--- src/rtl/issue_queue.sv ---
// Fetch-to-decode instruction queue: circular buffer of {instr, pc, pred_taken}
// with registered-state handshakes and no push-to-issue bypass.
module issue_queue #(
    parameter int DEPTH = 8,
    parameter int XLEN  = 32,
    parameter int CNT_W = $clog2(DEPTH) + 1
) (
    input  logic             clk_i,
    input  logic             rst_i,
    input  logic             flush_i,
    input  logic             fetch_valid_i,
    input  logic [XLEN-1:0]  fetch_instr_i,
    input  logic [XLEN-1:0]  fetch_pc_i,
    input  logic             fetch_pred_taken_i,
    output logic             issue_ready_o,
    output logic             issue_valid_o,
    output logic [XLEN-1:0]  issue_instr_o,
    output logic [XLEN-1:0]  issue_pc_o,
    output logic             issue_pred_taken_o,
    input  logic             issue_ready_i,
    output logic [CNT_W-1:0] count_o,
    output logic             almost_full_o
);
    localparam int PTR_W = $clog2(DEPTH);

    typedef struct packed {
        logic [XLEN-1:0] instr;
        logic [XLEN-1:0] pc;
        logic            pred_taken;
    } entry_t;

    entry_t           r_mem [DEPTH];
    logic [PTR_W-1:0] r_head;
    logic [PTR_W-1:0] r_tail;
    logic [CNT_W-1:0] r_count;

    logic   w_push;
    logic   w_pop;
    logic   w_clear;
    entry_t w_head;

    // Handshakes depend only on the registered count, so issue_ready_i never
    // reaches issue_ready_o combinationally.
    assign issue_ready_o = (r_count != CNT_W'(DEPTH));
    assign issue_valid_o = (r_count != '0);
    assign almost_full_o = (r_count >= CNT_W'(DEPTH - 1));
    assign count_o       = r_count;

    assign w_push  = fetch_valid_i && issue_ready_o;
    assign w_pop   = issue_valid_o && issue_ready_i;
    assign w_clear = rst_i || flush_i;

    assign w_head             = r_mem[r_head];
    assign issue_instr_o      = w_head.instr;
    assign issue_pc_o         = w_head.pc;
    assign issue_pred_taken_o = w_head.pred_taken;

    // Pointers wrap naturally because DEPTH is a power of two.
    always_ff @(posedge clk_i) begin
        if (w_clear) begin
            r_head  <= '0;
            r_tail  <= '0;
            r_count <= '0;
        end else begin
            if (w_push) r_tail <= r_tail + PTR_W'(1);
            if (w_pop)  r_head <= r_head + PTR_W'(1);
            case ({w_push, w_pop})
                2'b10:   r_count <= r_count + CNT_W'(1);
                2'b01:   r_count <= r_count - CNT_W'(1);
                default: r_count <= r_count;
            endcase
        end
    end

    // Storage is deliberately not reset; stale contents are invisible once count is 0.
    always_ff @(posedge clk_i) begin
        if (w_push && !w_clear) begin
            r_mem[r_tail] <= '{instr: fetch_instr_i, pc: fetch_pc_i, pred_taken: fetch_pred_taken_i};
        end
    end
endmodule

--- config.mk ---
export PLATFORM = sky130hd
export DESIGN_NAME = issue_queue
export DESIGN_NICKNAME = d
export VERILOG_FILES = /design/src/rtl/issue_queue.sv
export SDC_FILE = /design/constraint.sdc
export NUM_CORES = 1
export LEC_CHECK = 0
export BUFFER_PORTS_ARGS = -buffer_cell sky130_fd_sc_hd__buf_4
export CAP_MARGIN = 25
export CORE_MARGIN = 4
export CORE_UTILIZATION = 40
export DETAILED_ROUTE_END_ITERATION = 6
export MAX_ROUTING_LAYER = met4
export PLACE_DENSITY_LB_ADDON = 0.08
export SLEW_MARGIN = 5
export SYNTH_ARGS = -nofsm -noshare
export SYNTH_HDL_FRONTEND = slang
export SYNTH_SLANG_ARGS = --single-unit
--- constraint.sdc ---
create_clock -name clk_i -period 8.52 [get_ports clk_i]
set_clock_uncertainty 0.2 [all_clocks]
set_input_delay 1.278 -clock clk_i [delete_from_list [all_inputs] [get_ports clk_i]]
set_output_delay 1.278 -clock clk_i [all_outputs]
set_load 0.02 [all_outputs]
==> run metrics <==
outcome finished, final reports clean; global route overflow 0; synth top area cells edfxtp_1, mux4_2, mux2_2; asr flop ratio synth 0%; Cell Pwr Density 228 nW/um^2; total power 0.00546 W; Setup crit start kind flip-flop; Worst-Skew Late Latency 0.59 ns; Final TNS setup 0 ns; CP Capture Type output pin; vias 8821; Register-to-Register Path Depth 6; sequential area share after synthesis 78.8%; Synth Flop Type edfxtp_1; CTS Buf Count 56; Final period util 52.9%; most frequent cells in the layout edfxtp_1, buf_4, mux4_2; RSZ-0062 raised after global routing false; largest family of logic cells by synthesized area multiplexers; R2R Path Start count_o[0]; FF+latch count, synth 533; die span in y 232 um; Slew headroom 39.8%; initial antenna violation count 2; Crit Reg-Reg Endpoint r_mem[2][4]; DRT antenna net count 0; mux cell area share after synthesis 18.2%; Worst Path Required 7.04 ns; Starting Density 40.3%; final wirelength 41700 um; worst-margin pin slew 0.902 ns; num rows 82; maxcap violations 0; LEAKAGE 7.52 nW; H-tree depth 2; Gate Count Post-Synth 831; synthesized area 20200 um^2; vias per cell 5.10; final setup fails 0; Yosys warnings 0; post-synthesis compound-gate area fraction 0.267%; CTS Root Cell clkbuf_16; commonest non-fill, non-tap cell in the layout edfxtp_1; Post-route DRC 0; Final #Nets 1090; number of global-route vias before repair 9564; area growth from synthesis to layout 18.5%; Crit Path Max Fanout 27; Fmax 0.222 GHz; Avg WL per Cell 24.1 um; Yosys cell types 28; Core Area 50000 um^2; Max IR drop VDD 0.000153 V; critical hold path startpoint r_head[1]; die area 54100 um^2; Post-Synth XOR/XNOR Area 0.261%; Port Buffers 141; slowest stage cell, crit path dfxtp_4; CTS Buffer Depth 3; crit-path most repeated cell buf_4; CP Class flip-flop to output pin; Simple-Gate Fraction of Synth Area 0.912%; setup bufs post-CTS 0; largest net degree at the start of global routing 61; Worst Hold Class flip-flop to flip-flop; R2R Setup Slk 5.01 ns; Clock transition at path regs 0.06 ns; Post-synth EDFFs 520; CP cell instances buf_4 -> buf_16 -> mux4_2 -> mux2_2 -> buf_4; fin. max-slew vios 0; Final min period 4.51 ns; Synth top area share 77.5%; Overall Global Routing Usage 16.2%; adder and majority gate portion of the synthesized area 0.410%; Fin. Hold Viols 0; Worst EP arrival 3.03 ns; area leader, netlist edfxtp_1; post-DP HPWL 21700 um; Sink Count 533; post-cts sizing count 0; Worst Hold Depth 2; post-synth net total 907; Avg Cell Area, Syn 24.3 um^2; CTS Hold Bufs 0; share of cells above drive strength 1 42.4%; first-pass GRT wire length 62700 um; IO Pins 142; routability cong. 0.684; first-pass detailed-route iteration total 5; Die X 232 um; CTS tree built; Slowest Stage Delay on Critical Path 0.60 ns; DRT iter0 DRCs 570
[through the flow]
stage                     utilization [%]  instance area (um^2)  hold slack, ns  setup WS (ns)  std cells
after floorplan                         -                 20200           0.254           1.38        831
after global placement               44.1                 22100           0.282           4.12       1627
after detailed placement             44.1                 22100           0.286           4.09       1627
after CTS                            47.7                 23800           0.303           3.72       1728
after global routing                 47.8                 23900           0.339           3.78       1731
final                                47.8                 23900           0.308           4.01       1731
[routing by layer]
| metal | global-route usage (%) | up-vias | wire length [um] |
|---|---|---|---|
| li1 | - | 3900 | - |
| met1 | 22.5 | 4679 | 18700 |
| met2 | 24.6 | 184 | 20100 |
| met3 | 3.95 | 58 | 2210 |
| met4 | 3.51 | 0 | 733 |
| met5 | - | - | 0 |
[cells by family after synthesis]
kind of cell,Yosys count
DFF,533
muxes,195
AOI/OAI and AO/OA,9
xor gates and xnor gates,6
buffers and inverters,43
adders and majority gates,6
and+or+nand+nor,39
[layout make-up]
type                       instances  area (um^2)
tap                              672          841
clock inverter                    31          340
fill                            4207        26100
antenna                            2         5.00
timing repair buffer             164         1250
sequential                       533        15900
multi-input combinational        255         4090
inverter                           4         15.0
clock buffer                      70         1450
[worst max-delay path: cells and delay by family (launching register included)]
family                 cells  cell delay [ns]
multiplexers               2             0.84
buffers and inverters      3             0.96
flip-flops                 1             0.60
[where the power goes]
group          leakage (nW)  internal, W  total, W  switching (W)
clock network         0.870      0.00142   0.00239       0.000970
registers              4.79      0.00289   0.00290     0.00000608
logic                  1.86    0.0000797  0.000174      0.0000942
total                  7.52      0.00439   0.00546        0.00107
[sequential cells by signal, summed over array words and instances (netlist names), named ones only]
| name | flops |
|---|---|
| r_head | 3 |
| r_mem | 520 |
| r_tail | 3 |
| count_o | 4 |
[worst max path at each step]
| stage | startpoint | to | depth (start not counted) |
|---|---|---|---|
| after global placement | flush_i | r_mem[2][14] | 6 |
| after floorplan | flush_i | r_mem[0][0] | 3 |
| after CTS | flip-flop | issue_instr_o[11] | 4 |
| after global routing | flip-flop | issue_instr_o[11] | 5 |
| final | flip-flop | issue_instr_o[10] | 5 |
| after detailed placement | flush_i | r_mem[2][18] | 6 |
[Yosys cell counts, types with 2 or more instances]
master    instances
buf_1             6
nor2_1           18
inv_1             4
nor3_1            2
a21oi_1           5
mux4_2          130
buf_2             5
nand2_1           6
nand3_1           5
nand2b_1          2
ha_1              5
xor2_1            6
dfxtp_1          13
mux2_2           65
clkbuf_1         17
buf_6            11
edfxtp_1        520
Power figures use the tool's default switching activity.
